[src/rtl/uart_break_reset_req_if.sv]
// UART break reset request bus: raw RX line and enable in, request pulse,
// timing flag and saturating request count out.
// Ports: rx_in, enable (to design); reset_req, break_active, req_count (from design).
interface uart_break_reset_req_if;
    logic       rx_in;
    logic       enable;
    logic       reset_req;
    logic       break_active;
    logic [3:0] req_count;

    modport master (
        output rx_in,
        output enable,
        input  reset_req,
        input  break_active,
        input  req_count
    );

    modport slave (
        input  rx_in,
        input  enable,
        output reset_req,
        output break_active,
        output req_count
    );
endinterface

[src/rtl/uart_break_reset_req.sv]
// UART break detector: a low RX line held for BREAK_BITS bit times issues a
// fixed-width reset request pulse; re-arms only after the line idles high.
// Ports: clk, rst_n (sync, active-low), bus (slave): rx_in, enable,
//        reset_req, break_active, req_count.
// Option: define UART_BREAK_GLITCH_FILTER_EN to ignore single-cycle highs
//         while timing a break.
module uart_break_reset_req #(
    parameter int unsigned CLKS_PER_BIT = 8,
    parameter int unsigned BREAK_BITS   = 20,
    parameter int unsigned PULSE_CYCLES = 4,
    parameter int unsigned CNT_W        = 16
) (
    input  logic                 clk,
    input  logic                 rst_n,
    uart_break_reset_req_if.slave bus
);

    localparam int unsigned T  = BREAK_BITS * CLKS_PER_BIT;
    localparam int unsigned PW = (PULSE_CYCLES > 1) ? $clog2(PULSE_CYCLES) : 1;

    generate
        if (64'(T) >= (64'd1 << CNT_W)) begin : g_cnt_too_small
            $error("CNT_W too narrow for BREAK_BITS*CLKS_PER_BIT");
        end
    endgenerate

    typedef enum logic [1:0] {
        S_IDLE,
        S_COUNT,
        S_ASSERT,
        S_WAIT
    } state_t;

    logic             r_sync1;
    logic             r_rx_s;
    state_t           r_state;
    logic [CNT_W-1:0] r_cnt;
    logic [PW-1:0]    r_pcnt;
    logic             r_reset_req;
    logic             r_break_active;
    logic [3:0]       r_req_count;

    state_t           w_state_nxt;
    logic [CNT_W-1:0] w_cnt_nxt;
    logic [PW-1:0]    w_pcnt_nxt;
    logic             w_req_inc;
    logic             w_reset_req_nxt;
    logic             w_break_active_nxt;
    logic [3:0]       w_req_count_nxt;

`ifdef UART_BREAK_GLITCH_FILTER_EN
    // Set after one high sample in COUNT; a second consecutive high aborts.
    logic r_hi;
    logic w_hi_nxt;
`endif

    // State register, synchronizer and registered outputs
    always_ff @(posedge clk) begin
        if (!rst_n) begin
            r_sync1        <= 1'b1;
            r_rx_s         <= 1'b1;
            r_state        <= S_IDLE;
            r_cnt          <= '0;
            r_pcnt         <= '0;
            r_reset_req    <= 1'b0;
            r_break_active <= 1'b0;
            r_req_count    <= 4'd0;
`ifdef UART_BREAK_GLITCH_FILTER_EN
            r_hi           <= 1'b0;
`endif
        end else begin
            r_sync1        <= bus.rx_in;
            r_rx_s         <= r_sync1;
            r_state        <= w_state_nxt;
            r_cnt          <= w_cnt_nxt;
            r_pcnt         <= w_pcnt_nxt;
            r_reset_req    <= w_reset_req_nxt;
            r_break_active <= w_break_active_nxt;
            r_req_count    <= w_req_count_nxt;
`ifdef UART_BREAK_GLITCH_FILTER_EN
            r_hi           <= w_hi_nxt;
`endif
        end
    end

    // Next-state logic
    always_comb begin
        w_state_nxt = r_state;
        w_cnt_nxt   = r_cnt;
        w_pcnt_nxt  = r_pcnt;
        w_req_inc   = 1'b0;
`ifdef UART_BREAK_GLITCH_FILTER_EN
        w_hi_nxt    = 1'b0;
`endif
        case (r_state)
            S_IDLE: begin
                if (bus.enable && !r_rx_s) begin
                    w_state_nxt = S_COUNT;
                    w_cnt_nxt   = CNT_W'(1);
                end else begin
                    w_cnt_nxt   = '0;
                end
            end
            S_COUNT: begin
                // Losing enable wins over reaching the threshold.
                if (!bus.enable) begin
                    w_state_nxt = S_IDLE;
                    w_cnt_nxt   = '0;
                end else if (!r_rx_s) begin
                    if (r_cnt == CNT_W'(T - 1)) begin
                        w_state_nxt = S_ASSERT;
                        w_cnt_nxt   = '0;
                        w_pcnt_nxt  = '0;
                        w_req_inc   = 1'b1;
                    end else begin
                        w_cnt_nxt   = r_cnt + CNT_W'(1);
                    end
                end else begin
`ifdef UART_BREAK_GLITCH_FILTER_EN
                    if (r_hi) begin
                        w_state_nxt = S_IDLE;
                        w_cnt_nxt   = '0;
                    end else begin
                        w_hi_nxt    = 1'b1;
                    end
`else
                    w_state_nxt = S_IDLE;
                    w_cnt_nxt   = '0;
`endif
                end
            end
            S_ASSERT: begin
                if (r_pcnt == PW'(PULSE_CYCLES - 1)) begin
                    w_state_nxt = S_WAIT;
                    w_pcnt_nxt  = '0;
                    w_cnt_nxt   = '0;
                end else begin
                    w_pcnt_nxt  = r_pcnt + PW'(1);
                end
            end
            S_WAIT: begin
                // Need a full bit time of idle line before re-arming.
                if (r_rx_s) begin
                    if (r_cnt == CNT_W'(CLKS_PER_BIT - 1)) begin
                        w_state_nxt = S_IDLE;
                        w_cnt_nxt   = '0;
                    end else begin
                        w_cnt_nxt   = r_cnt + CNT_W'(1);
                    end
                end else begin
                    w_cnt_nxt = '0;
                end
            end
            default: begin
                w_state_nxt = S_IDLE;
                w_cnt_nxt   = '0;
                w_pcnt_nxt  = '0;
            end
        endcase
    end

    // Output logic, registered from the next state so outputs are glitch-free
    always_comb begin
        w_reset_req_nxt    = (w_state_nxt == S_ASSERT);
        w_break_active_nxt = (w_state_nxt == S_COUNT);
        w_req_count_nxt    = r_req_count;
        if (w_req_inc && (r_req_count != 4'hF)) begin
            w_req_count_nxt = r_req_count + 4'd1;
        end
    end

    assign bus.reset_req    = r_reset_req;
    assign bus.break_active = r_break_active;
    assign bus.req_count    = r_req_count;

endmodule

[src/flat_wrapper.sv]
// flat-port wrapper written by rule: the top's interface ports become plain ports
module uart_break_reset_req_flat 
#(
    parameter int unsigned CLKS_PER_BIT = 8,
    parameter int unsigned BREAK_BITS   = 20,
    parameter int unsigned PULSE_CYCLES = 4,
    parameter int unsigned CNT_W        = 16
)
  (clk, rst_n, bus_rx_in, bus_enable, bus_reset_req, bus_break_active, bus_req_count);
  uart_break_reset_req_if bus_i ();
  input  logic clk;
  input  logic rst_n;
  input wire logic [$bits(bus_i.rx_in)-1:0] bus_rx_in;
  input wire logic [$bits(bus_i.enable)-1:0] bus_enable;
  output wire logic [$bits(bus_i.reset_req)-1:0] bus_reset_req;
  output wire logic [$bits(bus_i.break_active)-1:0] bus_break_active;
  output wire logic [$bits(bus_i.req_count)-1:0] bus_req_count;
  assign bus_i.rx_in = bus_rx_in;
  assign bus_i.enable = bus_enable;
  assign bus_reset_req = bus_i.reset_req;
  assign bus_break_active = bus_i.break_active;
  assign bus_req_count = bus_i.req_count;
  uart_break_reset_req #(.CLKS_PER_BIT(CLKS_PER_BIT), .BREAK_BITS(BREAK_BITS), .PULSE_CYCLES(PULSE_CYCLES), .CNT_W(CNT_W)) u_core (.clk(clk), .rst_n(rst_n), .bus(bus_i));
endmodule
[config.mk]
export PLATFORM = sky130hd
export DESIGN_NAME = uart_break_reset_req_flat
export DESIGN_NICKNAME = d
export VERILOG_FILES = /design/src/rtl/uart_break_reset_req_if.sv /design/src/rtl/uart_break_reset_req.sv /design/src/flat_wrapper.sv
export SDC_FILE = /design/constraint.sdc
export NUM_CORES = 1
export LEC_CHECK = 0
export ABC_CLOCK_PERIOD_IN_PS = 2900
export CAP_MARGIN = 20
export CORE_MARGIN = 3
export CORE_UTILIZATION = 50
export CTS_CLUSTER_SIZE = 14
export DETAILED_ROUTE_END_ITERATION = 6
export HOLD_SLACK_MARGIN = 0.12
export PLACE_DENSITY = 0.67
export SETUP_SLACK_MARGIN = 0.02
export SYNTH_ARGS = -nofsm -noshare
export SYNTH_HDL_FRONTEND = slang
export SYNTH_SLANG_ARGS = --single-unit
[constraint.sdc]
create_clock -name clk -period 2.9 [get_ports clk]
set_input_delay 0.58 -clock clk [delete_from_list [all_inputs] [get_ports clk]]
set_output_delay 0.58 -clock clk [all_outputs]
set_load 0.005 [all_outputs]
==> impl_metrics.py, run 1 <==
metrics = {
    "synthesis": {
        "yosysWarningCount": 0,
        "synth_top_area_share_pct": 40.3,
        "avgSynthCellArea_um2": 8.91,
        "synth-edff-count": 0,
        "synth_area_leaders": "dfxtp_1 40%, nor2_1 4.9%, xnor2_1 4.4%, nand2_1 4.3%, ha_1 3.6%",
        "netlist_area_mm2": 0.00139,
        "synth-seq-cells": 28,
        "synth_ff_type": "dfxtp_1",
        "synth_largest_area_cell": "dfxtp_1",
        "synth_cell_types": 47,
        "yosysSeqAreaShare_pct": 40.3,
        "syn_inst": 156,
        "syn_nets": 164,
        "synthArstFlopShare_pct": 0,
    },
    "routing": {
        "drtIter0Drc": 42,
        "drc": 0,
        "ant_nets": 0,
        "vias_per_cell": 5.89,
        "dr.pass1.iters": 4,
        "wl_um": 2660,
        "wl_per_cell_um": 13.9,
        "vias": 1130,
    },
    "finish": {
        "mostFrequentLayoutCells": "28 x dfxtp_1, 18 x nor2_1, 16 x nand2_1, 9 x clkdlybuf4s50_1, 7 x xnor2_1",
        "final_common_cell": "dfxtp_1",
        "diodes": 0,
        "final_nets": 172,
        "area_growth_pct": 8.19,
        "drive_gt1_share_pct": 6.17,
    },
    "timing": {
        "period_needed_ps": 2130,
        "rsz0062_at_grt": "no",
        "fmax_mhz": 470,
        "drv_slew": 0,
        "final.setup.tns_ps": 0,
        "fin_skew_ps": 13.1,
        "hold_viol_final": 0,
        "setup_viol": 0,
        "maxSlewHeadroom_pct": 56.5,
        "post-route-period-util_pct": 73.3,
        "timing.hold.ws_ps": 429,
        "tightest_slew_ps": 651,
    },
    "worst_setup_path": {
        "cp.required_ps": 3100,
        "worstPathArrival_ps": 2320,
        "path_max_fanout": 10,
        "cp-start-kind": "register",
        "worstSetupPathType": "register to register",
        "endpoint_kind": "register",
    },
    "floorplanning": {
        "fp-row-count": 18,
        "die_y_um": 58.7,
        "io_pins": 10,
        "dieArea_mm2": 0.00345,
        "coreArea_mm2": 0.00257,
        "initial_utilization_pct": 54.1,
        "die_w_um": 58.7,
    },
    "worst_hold_path": {
        "hp-class": "register to register",
    },
    "cts": {
        "cts_tree": "done",
        "cts.reportedPaths.clkPinSlew_ps": 140,
        "hold_buffers": 0,
        "clk_latency_ps": 320,
        "clockRootBuffer": "clkbuf_4",
        "cts_buffers": 3,
        "cts_setup_buffers": 0,
        "clockBufferDepth": 2,
        "clock-sinks": 28,
        "htreeDepth": 1,
        "cts_resized": 0,
    },
    "global_route": {
        "grt_antenna_before_repair": 0,
        "grtUsageTotal_pct": 17.5,
        "grt_pass1_vias": 1078,
        "grt_overflow_total": 0,
        "grt_max_degree": 20,
        "grt_pass1_wl_um": 4730,
    },
    "pwr": {
        "pwr-share-comb_pct": 2.3,
        "p_sw_uw": 109,
        "power_frac_clock_pct": 27.2,
        "ir_drop_mv": 0.282,
        "p_per_area_mw_per_mm2": 367,
        "p_int_uw": 443,
        "power.leakage_uw": 0.000511,
        "switching_share_pct": 19.7,
        "p_seq_share_pct": 70.4,
    },
    "placed_design": {
        "port_buffers": 9,
        "gp_congestion": 0.792,
        "hpwl_um": 1950,
    },
    "run": {
        "maxCapViolations": 0,
    },
    "run_status": {
        "status": "complete, no violations",
    },
}
==> layout make-up <==
cell class | instances | area, um2
multi-input cells | 119 | 778
fillers | 254 | 1060
well taps | 30 | 37.5
inverters | 2 | 7.51
flip-flops and latches | 28 | 561
repair buffers | 10 | 97.6
clock buffers | 3 | 22.5
==> path summary, 6_finish.rpt <==
| check | from | to | slack, ps | cells after the start |
|---|---|---|---|---|
| worst min register to register | u_core.r_sync1 | u_core.r_rx_s | 430 | 1 |
| worst min-delay path | u_core.r_sync1 | u_core.r_rx_s | 430 | 1 |
| worst max-delay path | u_core.r_cnt[0] | u_core.r_cnt[5] | 770 | 6 |
| worst max register to register | u_core.r_cnt[0] | u_core.r_cnt[5] | 770 | 6 |
==> power by group through the flow <==
stage | sequential (uW) | combinational (uW) | clock (uW)
floorplan | 396 | 8.11 | 0
global placement | 397 | 12.8 | 0
detailed placement | 397 | 13.0 | 0
CTS | 388 | 13.1 | 162
global route | 389 | 14.3 | 173
finish | 388 | 12.9 | 150
==> sequential cells by signal, summed over array words and instances, names as in the netlist <==
register / cells
u_core.r_cnt: 16
u_core.bus.req_count: 4
u_core.r_pcnt: 2
u_core.r_state: 2
u_core.bus.break_active: 1
u_core.bus.reset_req: 1
u_core.r_rx_s: 1
u_core.r_sync1: 1
==> Yosys cell counts, types with 4 or more instances <==
library cell,count
dfxtp_1,28
nand4_1,4
nor4_1,4
xnor2_1,7
nor3_1,5
nand2b_1,4
o22ai_1,4
ha_1,4
nand3_1,5
nand2_1,16
nor2_1,18
xor2_1,4
==> logic make-up (layout without fill, tap and decap cells) <==
family / count (synthesis) / count (layout) / synth area share (%)
AND/OR/NAND/NOR: 74 / 74 / 28.2
buffers and inverters: 9 / 15 / 3.69
multiplexers: 1 / 1 / 0.720
adder cells (fa/ha/maj): 4 / 4 / 3.60
AO/OA/AOI/OAI: 29 / 29 / 16.6
flip-flops: 28 / 28 / 40.3
XOR/XNOR: 11 / 11 / 6.93
==> per-layer routing <==
metal	track usage, %	part of all wire, %	vias to the layer above	wire length, um
met1	21.5	46	525	1210
met3	2.85	4.3	7	115
met4	7.77	2.2	0	58
met2	29.8	48	23	1270
li1	-	-	575	-
met5	0	0	-	0
==> stage by stage <==
step	power, uW	util, %	cells	instance area [um2]	setup slack, ps
floorplan	404	-	156	1390	1060
global placement	409	57.7	189	1480	657
detailed placement	410	57.7	189	1480	592
CTS	563	58.6	192	1500	744
global route	576	58.6	192	1500	601
finish	551	58.6	192	1500	774
==> worst max-delay path, cell delays in order, from the launching register on <==
cell,delay [ps]
dfxtp_1,420
ha_1,170
nand2_1,120
or4_4,460
o2111a_2,340
o31ai_4,400
nor2_1,100
Power figures use the tool's default switching activity.
==> inputs of run 2 (changes only) <==
ABC_CLOCK_PERIOD_IN_PS = 1800   (was 2900)
PLACE_DENSITY = 0.69   (was 0.67)
clock period = 1.8 ns   (was 2.9 ns; I/O delays follow)
==> impl_metrics.py, run 2 (synthesis gave the netlist of run 1 again) <==
metrics = {
    "finish": {
        "diodes": 0,
        "final_util_pct": 71.7,
        "final_area_mm2": 0.00184,
        "largest-register": "u_core.r_cnt",
        "mostFrequentLayoutCells": "33 x buf_4, 25 x dfxtp_1, 18 x nor2_1, 15 x nand2_1, 9 x clkdlybuf4s50_1",
        "final_nets": 206,
        "final_common_cell": "buf_4",
        "area_growth_pct": 32.5,
        "drive_gt1_share_pct": 28.9,
        "largest_register_ffs": 16,
    },
    "worst_hold_path": {
        "hp-class": "register to register",
    },
    "timing": {
        "fin_skew_ps": 5.02,
        "final.setup.tns_ps": 0,
        "hold_viol_final": 0,
        "fmax_mhz": 558,
        "period_needed_ps": 1790,
        "setup_viol": 0,
        "post-route-period-util_pct": 99.6,
        "timing.hold.ws_ps": 439,
        "tightest_slew_ps": 329,
        "drv_slew": 0,
        "rsz0062_at_grt": "yes",
        "maxSlewHeadroom_pct": 77.9,
    },
    "run": {
        "maxCapViolations": 0,
    },
    "cts": {
        "cts.reportedPaths.clkPinSlew_ps": 150,
        "cts_tree": "done",
        "clk_latency_ps": 330,
        "clockBufferDepth": 2,
        "cts_buffers": 3,
        "clock-sinks": 28,
        "clockRootBuffer": "clkbuf_4",
        "htreeDepth": 1,
    },
    "worst_setup_path": {
        "worstSetupPathType": "register to register",
        "cp.required_ps": 2050,
        "path_max_fanout": 10,
        "cp-start-kind": "register",
        "worstPathArrival_ps": 2040,
        "endpoint_kind": "register",
    },
    "placed_design": {
        "gp_congestion": 0.852,
        "dpl_cell_area_mm2": 0.00173,
        "hpwl_um": 2410,
        "port_buffers": 9,
    },
    "floorplanning": {
        "initial_utilization_pct": 54.1,
        "die_y_um": 58.7,
        "die_w_um": 58.7,
        "io_pins": 10,
        "dieArea_mm2": 0.00345,
        "fp-row-count": 18,
        "coreArea_mm2": 0.00257,
    },
    "global_route": {
        "grtUsageTotal_pct": 20.6,
        "grt_antenna_before_repair": 0,
        "grt_max_degree": 16,
        "grt_pass1_vias": 1275,
        "grt_pass1_wl_um": 5540,
        "grt_overflow_total": 0,
    },
    "routing": {
        "ant_nets": 0,
        "wl_met1_um": 1420,
        "wl_per_cell_um": 13.5,
        "vias_per_cell": 5.53,
        "routed-wl-met2_um": 1530,
        "routed.top_layer": "met4",
        "vias": 1255,
        "met3_length_um": 89,
        "dr.pass1.iters": 4,
        "wl_um": 3080,
        "drtIter0Drc": 47,
        "drc": 0,
    },
    "pwr": {
        "p_per_area_mw_per_mm2": 526,
        "p_total_uw": 969,
        "ir_drop_mv": 0.564,
        "power.leakage_uw": 0.000742,
    },
    "run_status": {
        "status": "complete, no violations",
    },
}
run 2: report_power, final:
part / leakage (uW) / internal, uW / switching, uW
registers: 0.000228 / 623 / 2.00
clock network: 0.0000210 / 124 / 190
logic: 0.000493 / 17.7 / 11.8
total: 0.000742 / 765 / 204
run 2: path summary, 6_finish.rpt:
| path | cells past startpoint | end | from | slack (ps) |
|---|---|---|---|---|
| setup / recovery | 7 | u_core.r_cnt[5] | u_core.r_cnt[0] | 6 |
| hold / removal | 1 | u_core.r_rx_s | u_core.r_sync1 | 440 |
| setup reg to reg | 7 | u_core.r_cnt[5] | u_core.r_cnt[0] | 6 |
| hold reg to reg | 1 | u_core.r_rx_s | u_core.r_sync1 | 440 |
run 2: critical path: stages (launching register included):
cell      delay, ps
dfxtp_2         360
ha_2            170
nand2_2          50
or4_4           430
o2111a_2        300
o31ai_4         180
buf_6           170
nor2_1           50
run 2: metal layers:
metal | vias to the layer above | track usage (%)
met5 | - | 0
met4 | 0 | 9.71
met3 | 6 | 2.85
met2 | 22 | 33.8
met1 | 586 | 26.7
li1 | 641 | -
run 2: layout make-up:
cell class / count / area, um2
inverters: 2 / 7.51
multi-input cells: 119 / 836
clock buffers: 4 / 36.3
flip-flops and latches: 28 / 564
repair buffers: 44 / 360
fillers: 214 / 726
well taps: 30 / 37.5
run 2: what timing repair did:
item                       CTS  global route
setup buffers                0             2
hold buffers                 0             0
setup endpoints to repair   14            19
gates resized for setup      4             8
pin swaps                    3             8
run 2: through the flow:
stage          setup WS (ps)  cells
4_1_cts                -1.63    225
6_report                6.45    227
2_1_floorplan          0.466    156
3_5_place_dp            -228    221
3_3_place_gp            -156    221
5_1_grt                -63.2    227
==> inputs of run 3 (changes only) <==
CORE_UTILIZATION = 40   (was 50)
PLACE_DENSITY = 0.57   (was 0.69)
==> impl_metrics.py, run 3 (synthesis gave the netlist of run 1 again) <==
metrics = {
    "run_status": {
        "status": "complete, but fails checks",
        "violations": "negative setup slack",
    },
    "pwr": {
        "p_per_area_mw_per_mm2": 561,
        "ir_drop_mv": 0.438,
        "power.leakage_uw": 0.000739,
    },
    "cts": {
        "cts.reportedPaths.clkPinSlew_ps": 160,
        "clockBufferDepth": 2,
        "clk_latency_ps": 330,
        "cts_tree": "done",
        "clock-sinks": 28,
        "clockRootBuffer": "clkbuf_4",
        "htreeDepth": 1,
        "hold_buffers": 0,
        "cts_buffers": 3,
    },
    "placed_design": {
        "gp_congestion": 0.847,
        "hpwl_um": 2360,
        "port_buffers": 9,
        "dpl_cell_area_mm2": 0.00174,
    },
    "routing": {
        "vias": 1254,
        "ant_nets": 0,
        "vias_per_cell": 5.18,
        "dr.pass1.iters": 4,
        "wl_per_cell_um": 13.0,
        "wl_um": 3150,
        "drtIter0Drc": 72,
        "drc": 0,
    },
    "finish": {
        "area_growth_pct": 36.8,
        "mostFrequentLayoutCells": "35 x buf_4, 25 x dfxtp_1, 18 x nor2_1, 15 x nand2_1, 9 x clkdlybuf4s50_1",
        "n_fill_cell": 288,
        "drive_gt1_share_pct": 31.3,
        "largest-register": "u_core.r_cnt",
        "diodes": 0,
        "largest_register_ffs": 16,
        "final_common_cell": "buf_4",
        "final_area_mm2": 0.00190,
        "final_nets": 207,
    },
    "timing": {
        "drv_slew": 0,
        "period_needed_ps": 1800,
        "fin_skew_ps": 7.58,
        "maxSlewHeadroom_pct": 75.1,
        "rsz0062_at_grt": "yes",
        "tightest_slew_ps": 373,
        "timing.hold.ws_ps": 430,
        "setup_viol": 1,
        "fmax_mhz": 555,
        "post-route-period-util_pct": 100,
        "post-route-worst-setup-slack_ps": -2.44,
        "final.setup.tns_ps": -2.44,
        "hold_viol_final": 0,
    },
    "worst_setup_path": {
        "endpoint_kind": "register",
        "cp-start-kind": "register",
        "reg2reg_from": "u_core.r_cnt[0]",
        "cp.required_ps": 2050,
        "ff2ff_setup_slack_ps": -2,
        "r2r-end": "u_core.r_cnt[15]",
        "ff2ff_path_depth": 7,
        "path_max_fanout": 4,
        "worstPathArrival_ps": 2050,
        "worstSetupPathType": "register to register",
    },
    "worst_hold_path": {
        "hold_path_end": "u_core.r_rx_s",
        "holdPathStages": 1,
        "hp-class": "register to register",
        "hp-start": "u_core.r_sync1",
    },
    "global_route": {
        "grt_pass1_vias": 1203,
        "grtUsageTotal_pct": 15.3,
        "grt_overflow_total": 0,
        "grt_pass1_wl_um": 5110,
        "grt_antenna_before_repair": 0,
        "met3_usage_pct": 4.16,
        "grt_max_degree": 17,
        "grt_use_met2_pct": 24.5,
        "busiest_layer": "met2",
        "grt_util_met1_pct": 20.1,
    },
    "floorplanning": {
        "fp-row-count": 20,
        "die_y_um": 65.0,
        "die_w_um": 65.0,
        "coreArea_mm2": 0.00318,
        "initial_utilization_pct": 43.7,
        "io_pins": 10,
        "dieArea_mm2": 0.00422,
    },
    "run": {
        "maxCapViolations": 0,
    },
}
[run 3: area by class of cell]
cell class	count	area [um2]	share of cell area, %
multi-input cells	119	858	45.1
flip-flops and latches	28	564	29.7
repair buffers	45	364	19.1
well taps	44	55.1	2.89
clock inverters	1	30.0	1.58
clock buffers	3	22.5	1.18
inverters	2	7.51	0.395
[run 3: worst max-delay path by stage]
stage	from	endpoint	slack [ps]
after floorplan	u_core.r_cnt[0]	u_core.r_cnt[10]	0.5
after global placement	bus_enable	u_core.bus.req_count[1]	-170
after detailed placement	bus_enable	u_core.bus.req_count[1]	-220
after CTS	u_core.r_cnt[0]	u_core.r_cnt[15]	-30
after global routing	u_core.r_cnt[0]	u_core.r_cnt[7]	-60
final	u_core.r_cnt[0]	u_core.r_cnt[15]	-2
[run 3: layer usage]
metal  share of wire (%)  routed length, um
met5                   0                  0
met4                0.48                 15
met3                 2.5                 79
met2                  48               1510
met1                  49               1540
[run 3: stage by stage]
stage	utilization, %	setup slack (ps)	total power (uW)	instances
final	59.8	-2.44	1070	242
after global routing	59.8	-63.0	1110	242
after CTS	57.5	-27.8	1080	240
after detailed placement	54.9	-216	666	235
after global placement	54.9	-165	666	235
after floorplan	-	0.466	651	156
[run 3: timing repair]
action | in CTS | in global routing
resized for setup | 4 | 11
endpoints found under the setup margin | 15 | 22
buffers inserted | 1 | 2
pin swaps | 2 | 6
[run 3: critical path, cell delays in order, from the launching register on]
cell,delay (ps)
dfxtp_2,360
ha_2,170
nand2_2,50
or4_4,420
o2111a_2,310
o31ai_4,210
buf_4,170
nor2_1,40
[run 3: where the power goes]
group | switching (uW) | internal [uW]
Combinational | 11.8 | 16.4
Sequential | 1.80 | 623
Clock | 189 | 225
Total | 202 | 865
